## config.mk

```make
export PLATFORM = sky130hd
export DESIGN_NAME = instruction_fetch_unit_flat
export DESIGN_NICKNAME = d
export VERILOG_FILES = /design/src/rtl/instruction_fetch_unit_if.sv /design/src/rtl/instruction_fetch_unit.sv /design/src/flat_wrapper.sv
export SDC_FILE = /design/constraint.sdc
export NUM_CORES = 1
export LEC_CHECK = 0
export CAP_MARGIN = 20
export CORE_ASPECT_RATIO = 0.75
export CORE_UTILIZATION = 50
export CTS_CLUSTER_DIAMETER = 100
export DETAILED_ROUTE_END_ITERATION = 6
export PLACE_DENSITY = 0.87
export SLEW_MARGIN = 20
export SYNTH_ARGS = -nofsm -noshare
export SYNTH_HDL_FRONTEND = slang
export SYNTH_SLANG_ARGS = --single-unit
```

## constraint.sdc

```tcl
create_clock -name clk -period 4.05 [get_ports clk]
set_input_delay 0.81 -clock clk [delete_from_list [all_inputs] [get_ports clk]]
set_output_delay 0.81 -clock clk [all_outputs]
set_load 0.01 [all_outputs]
```

## src/rtl/instruction_fetch_unit_if.sv

```systemverilog
// Instruction-memory read port: request/address from the fetch unit,
// ready/data back from memory.
interface instruction_fetch_unit_if #(
    parameter int ADDR_W  = 12,
    parameter int INSTR_W = 19
);
    logic               imem_req;
    logic [ADDR_W-1:0]  imem_addr;
    logic               imem_ready;
    logic [INSTR_W-1:0] imem_rdata;

    modport master (
        output imem_req,
        output imem_addr,
        input  imem_ready,
        input  imem_rdata
    );

    modport slave (
        input  imem_req,
        input  imem_addr,
        output imem_ready,
        output imem_rdata
    );
endinterface

```

## src/rtl/instruction_fetch_unit.sv

```systemverilog
// Fetch stage: owns the PC, reads instruction memory over a req/ready handshake
// and presents each instruction with its PC+1 to IF/ID, honouring stalls and redirects.
module instruction_fetch_unit #(
    parameter int                ADDR_W   = 12,
    parameter int                INSTR_W  = 19,
    parameter logic [ADDR_W-1:0] RESET_PC = '0
) (
    input  logic                       clk,
    input  logic                       rst,
    input  logic                       stall,
    input  logic                       branch_taken,
    input  logic [ADDR_W-1:0]          branch_target,
    instruction_fetch_unit_if.master   imem,
    output logic                       if_valid,
    output logic [INSTR_W-1:0]         if_instruction,
    output logic [ADDR_W-1:0]          if_pc_plus1
);

    typedef enum logic [1:0] {
        FETCH,
        HOLD,
        DRAIN
    } state_t;

    localparam logic [ADDR_W-1:0] PC_ONE = {{(ADDR_W-1){1'b0}}, 1'b1};

    state_t             state, state_next;
    logic [ADDR_W-1:0]  pc, pc_next;
    logic [ADDR_W-1:0]  pending_pc, pending_pc_next;
    logic [INSTR_W-1:0] hold_instr, hold_instr_next;
    logic [ADDR_W-1:0]  hold_pc_plus1, hold_pc_plus1_next;
    logic [ADDR_W-1:0]  pc_plus1;

    logic               req_c;
    logic               valid_c;
    logic [INSTR_W-1:0] instr_c;
    logic [ADDR_W-1:0]  pc_plus1_c;

    assign pc_plus1 = pc + PC_ONE;

    always_ff @(posedge clk or posedge rst) begin
        if (rst) begin
            state         <= FETCH;
            pc            <= RESET_PC;
            pending_pc    <= '0;
            hold_instr    <= '0;
            hold_pc_plus1 <= '0;
        end else begin
            state         <= state_next;
            pc            <= pc_next;
            pending_pc    <= pending_pc_next;
            hold_instr    <= hold_instr_next;
            hold_pc_plus1 <= hold_pc_plus1_next;
        end
    end

    // Redirects beat stalls; pc only moves when the current read completes,
    // so imem_addr is stable for the whole outstanding request.
    always_comb begin
        state_next         = state;
        pc_next            = pc;
        pending_pc_next    = pending_pc;
        hold_instr_next    = hold_instr;
        hold_pc_plus1_next = hold_pc_plus1;
        req_c              = 1'b0;
        valid_c            = 1'b0;
        instr_c            = '0;
        pc_plus1_c         = '0;

        unique case (state)
            FETCH: begin
                req_c      = 1'b1;
                valid_c    = imem.imem_ready;
                instr_c    = imem.imem_rdata;
                pc_plus1_c = pc_plus1;
                if (branch_taken) begin
                    valid_c = 1'b0;
                    if (imem.imem_ready) begin
                        pc_next = branch_target;
                    end else begin
                        pending_pc_next = branch_target;
                        state_next      = DRAIN;
                    end
                end else if (imem.imem_ready) begin
                    pc_next = pc_plus1;
                    if (stall) begin
                        hold_instr_next    = imem.imem_rdata;
                        hold_pc_plus1_next = pc_plus1;
                        state_next         = HOLD;
                    end
                end
            end

            HOLD: begin
                valid_c    = 1'b1;
                instr_c    = hold_instr;
                pc_plus1_c = hold_pc_plus1;
                if (branch_taken) begin
                    valid_c    = 1'b0;
                    pc_next    = branch_target;
                    state_next = FETCH;
                end else if (!stall) begin
                    state_next = FETCH;
                end
            end

            DRAIN: begin
                req_c = 1'b1;
                if (branch_taken) begin
                    pending_pc_next = branch_target;
                end
                if (imem.imem_ready) begin
                    pc_next    = branch_taken ? branch_target : pending_pc;
                    state_next = FETCH;
                end
            end

            default: begin
                state_next = FETCH;
            end
        endcase

        // Memory data flows straight through combinationally, so gate it during reset.
        if (rst) begin
            req_c      = 1'b0;
            valid_c    = 1'b0;
            instr_c    = '0;
            pc_plus1_c = '0;
        end
    end

    assign imem.imem_req  = req_c;
    assign imem.imem_addr = rst ? '0 : pc;
    assign if_valid       = valid_c;
    assign if_instruction = instr_c;
    assign if_pc_plus1    = pc_plus1_c;

endmodule
```

## src/flat_wrapper.sv

```systemverilog
// flat-port wrapper written by rule: the top's interface ports become plain ports
module instruction_fetch_unit_flat 
#(
    parameter int                ADDR_W   = 12,
    parameter int                INSTR_W  = 19,
    parameter logic [ADDR_W-1:0] RESET_PC = '0
)
  (clk, rst, stall, branch_taken, branch_target, if_valid, if_instruction, if_pc_plus1, imem_imem_req, imem_imem_addr, imem_imem_ready, imem_imem_rdata);
  instruction_fetch_unit_if #(.ADDR_W(ADDR_W), .INSTR_W(INSTR_W)) imem_i ();
  input  logic clk;
  input  logic rst;
  input  logic stall;
  input  logic branch_taken;
  input  logic [ADDR_W-1:0] branch_target;
  output logic if_valid;
  output logic [INSTR_W-1:0] if_instruction;
  output logic [ADDR_W-1:0] if_pc_plus1;
  output wire logic [$bits(imem_i.imem_req)-1:0] imem_imem_req;
  output wire logic [$bits(imem_i.imem_addr)-1:0] imem_imem_addr;
  input wire logic [$bits(imem_i.imem_ready)-1:0] imem_imem_ready;
  input wire logic [$bits(imem_i.imem_rdata)-1:0] imem_imem_rdata;
  assign imem_imem_req = imem_i.imem_req;
  assign imem_imem_addr = imem_i.imem_addr;
  assign imem_i.imem_ready = imem_imem_ready;
  assign imem_i.imem_rdata = imem_imem_rdata;
  instruction_fetch_unit #(.ADDR_W(ADDR_W), .INSTR_W(INSTR_W), .RESET_PC(RESET_PC)) u_core (.clk(clk), .rst(rst), .stall(stall), .branch_taken(branch_taken), .branch_target(branch_target), .imem(imem_i), .if_valid(if_valid), .if_instruction(if_instruction), .if_pc_plus1(if_pc_plus1));
endmodule
```

==> results.toml <==
[run_status]
status = "finished clean"

[timing]
worstMarginPinSlew_ns = 0.900
maxSlewViolCount = 0
clock.fmax_mhz = 283
max-slew-margin-rel_pct = 40.0
skew_ns = 0.00518
fin_crit_sh_pct = 87.1
rsz0062_at_grt = "false"
hold_viol_final = 0
min_period_ns = 3.53
setup_tns_ns = 0
finalSetupViolations = 0

[placement]
place.gp.congestion = 0.875
io_buffers = 80
place_hpwl_mm = 6.06

[clocking]
clkSinkCount = 57
cts_hold_buf = 0
clk_latency_ns = 0.34
numCtsBuffers = 9
cts_tree = "yes"
ctsResizeCount = 0
cts_buffer_depth = 2
root_buffer = "clkbuf_8"
path_clk_slew_ns = 0.07
postCtsSetupBuffers = 0
cts-htree-levels = 3

[final_layout]
nets = 474
areaGrowthSynthToFinish_pct = 34.1
antenna_cells = 0
drive_gt1_share_pct = 15.1
utilization_pct = 70.4
fillers = 478
multi_input_area_um2 = 1770
seq_area_um2 = 1430

[grt]
grt-busiest-layer = "met2"
grt.met3_usage_pct = 9.38
grt_overflow = 0
grt_pass1_wl_mm = 14.5
antenna_found_initial = 0
grt_use_met1_pct = 36.2
grt_max_degree = 40
grt_use_met2_pct = 43.2
track_usage_pct = 27.6
grt_pass1_vias = 2971

[worst_hold_path]
hold_path_class = "register to register"
whs_path_depth = 2

[setup_path]
criticalPathCategory = "register to output pin"
critPathArrivalTime_ns = 2.72
cp_max_fo = 7
crit_required_ns = 3.24
slowest_delay_ns = 0.54
cpMaxStageDelayCell = "clkdlybuf4s50_1"
cp-end-kind = "output pin"
critPathLaunchType = "register"
crit_buf_inv = 1
rr_worst_depth = 6
cp.depth = 7
crit_family = "simple AND/OR/NAND/NOR gates"
crit_chain = "ha_1 -> nand3_2 -> nor3_2 -> xnor2_1 -> o21ai_1 -> and2_1 -> clkdlybuf4s50_1"

[job]
max_cap_violations = 0

[routing]
drtPass1Iterations = 5
drtIter0Drc = 242
avgRoutedWirePerCell_um = 17.2
drtAntennaViolNets = 0
vias = 3140
vias_per_cell = 6.05
post-route-drc-count = 0
wirelength_mm = 8.92

[pwr]
power_per_cell_area_nw_per_um2 = 781
total_power_w = 0.00351
leakage_nw = 1.87
ir_worst_vdd_uv = 408

[floorplanning]
die_x_um = 96.5
dieArea_um2 = 7040
die_h_um = 72.9
start_util_pct = 52.5
boundaryPins = 81
std_cell_rows = 25
core_area_um2 = 6380

[synth]
synth_top_area_share_pct = 42.6
ys.warnings.count = 0
netlist_instances = 360
synth_top_area_cell = "dfrtp_1"
synth_ff_type = "dfrtp_1"
yosysUniqueCellTypes = 44
synthTopCellsByArea = "dfrtp_1, mux2_2, a22oi_1, nor2_1, nand2_1"
synth_edf_count = 0
synth.avg_cell_area_um2 = 9.31
synth-seq-cells = 57
syn-cell-area_um2 = 3350
yosysSeqAreaShare_pct = 42.6
syn_nets = 401
synthArstFlopShare_pct = 100
[metal layers]
layer	vias up	wire (µm)	part of all wire [%]
li1	1426	-	-
met4	0	134	1.5
met5	-	0	0
met3	20	640	7.2
met2	141	4310	48
met1	1553	3830	43
[cell families (layout without fill, tap and decap cells)]
group | after synthesis | count (layout) | share of synthesized area, %
DFF | 57 | 57 | 42.6
adders and majority gates | 5 | 5 | 1.87
xor gates and xnor gates | 10 | 10 | 2.61
muxes | 40 | 40 | 13.4
buffers and inverters | 41 | 119 | 5.00
and+or+nand+nor | 109 | 109 | 15.1
AOI/OAI and AO/OA | 98 | 98 | 19.5
[power by group]
group	internal [W]	total, W	switching, W
sequential	0.000853	0.00107	0.000216
clock	0.000550	0.000782	0.000232
combinational	0.000782	0.00166	0.000877
total	0.00219	0.00351	0.00133
[final timing paths]
path	start	to	slack, ns
max in group asynchronous	rst	u_core.pc[5]	2.71
max reg2reg	u_core.state[0]	u_core.hold_pc_plus1[11]	1.12
min reg2reg	u_core.hold_pc_plus1[7]	u_core.hold_pc_plus1[7]	0.48
min	u_core.hold_pc_plus1[7]	u_core.hold_pc_plus1[7]	0.48
min in group asynchronous	rst	u_core.hold_instr[2]	0.72
max	u_core.pc[0]	if_pc_plus1[10]	0.52
[sequential cells by signal (all words and copies together) (netlist names)]
register	cells
u_core.state	2
u_core.hold_instr	19
u_core.pc	12
u_core.hold_pc_plus1	12
u_core.pending_pc	12
[final cells by class]
cell class / count / area share (%)
multi-input cells: 262 / 39.3
clock buffers: 11 / 3.15
inverters: 16 / 1.34
repair buffers: 87 / 18.9
well taps: 81 / 2.26
flip-flops and latches: 57 / 31.7
clock inverters: 5 / 3.34
[cell usage after synthesis, types with 5 or more instances]
library cell / n
ha_1: 5
o21ai_1: 11
a22oi_1: 28
inv_1: 15
nor2b_1: 8
a21oi_1: 16
dfrtp_1: 57
xnor2_1: 6
nand2_1: 36
mux2_2: 29
buf_2: 11
mux2_1: 10
nor2_1: 45
nand3_1: 5
clkbuf_1: 12
o21ai_0: 14
[metrics by stage]
stage | setup slack [ns] | hold WS, ns | instances | area (µm²)
2_1_floorplan | 0.418 | 0.446 | 360 | 3350
3_3_place_gp | 0.860 | 0.463 | 503 | 4200
3_5_place_dp | 0.757 | 0.473 | 503 | 4200
4_1_cts | 0.566 | 0.487 | 519 | 4490
5_1_grt | 0.393 | 0.508 | 519 | 4490
6_report | 0.522 | 0.485 | 519 | 4490
[worst register-to-register path, delay by kind of cell, from the launching register on]
family,cells,cell delay [ns]
adder cells (fa/ha/maj),1,0.55
buffers and inverters,2,0.25
flip-flops,1,0.42
multiplexers,1,0.64
AND/OR/NAND/NOR,2,0.94
[placed cells by master, fill, tap and decap left out, types with 2 or more instances in the layout]
cell	netlist	final
mux2_1	10	10
nor3_2	2	2
o21ai_0	14	14
mux2_2	29	29
a221o_1	2	2
o22ai_1	4	4
inv_1	15	14
xor2_1	4	4
buf_4	0	7
dfrtp_1	57	57
nor2b_1	8	8
clkdlybuf4s50_1	0	79
nand2_1	36	36
o22a_1	4	4
and3_1	2	2
a211oi_1	4	4
xnor2_1	6	6
ha_1	5	5
a21oi_1	16	16
bufinv_16	0	5
a221oi_1	2	2
clkbuf_8	0	10
o221ai_1	2	2
a22oi_1	28	28
nor2_1	45	45
o21ai_1	11	10
nor3_1	4	4
nand3_2	2	3
inv_2	1	2
nand3_1	5	4
a31oi_1	3	3
No activity file was read; power rests on OpenSTA's default activity.
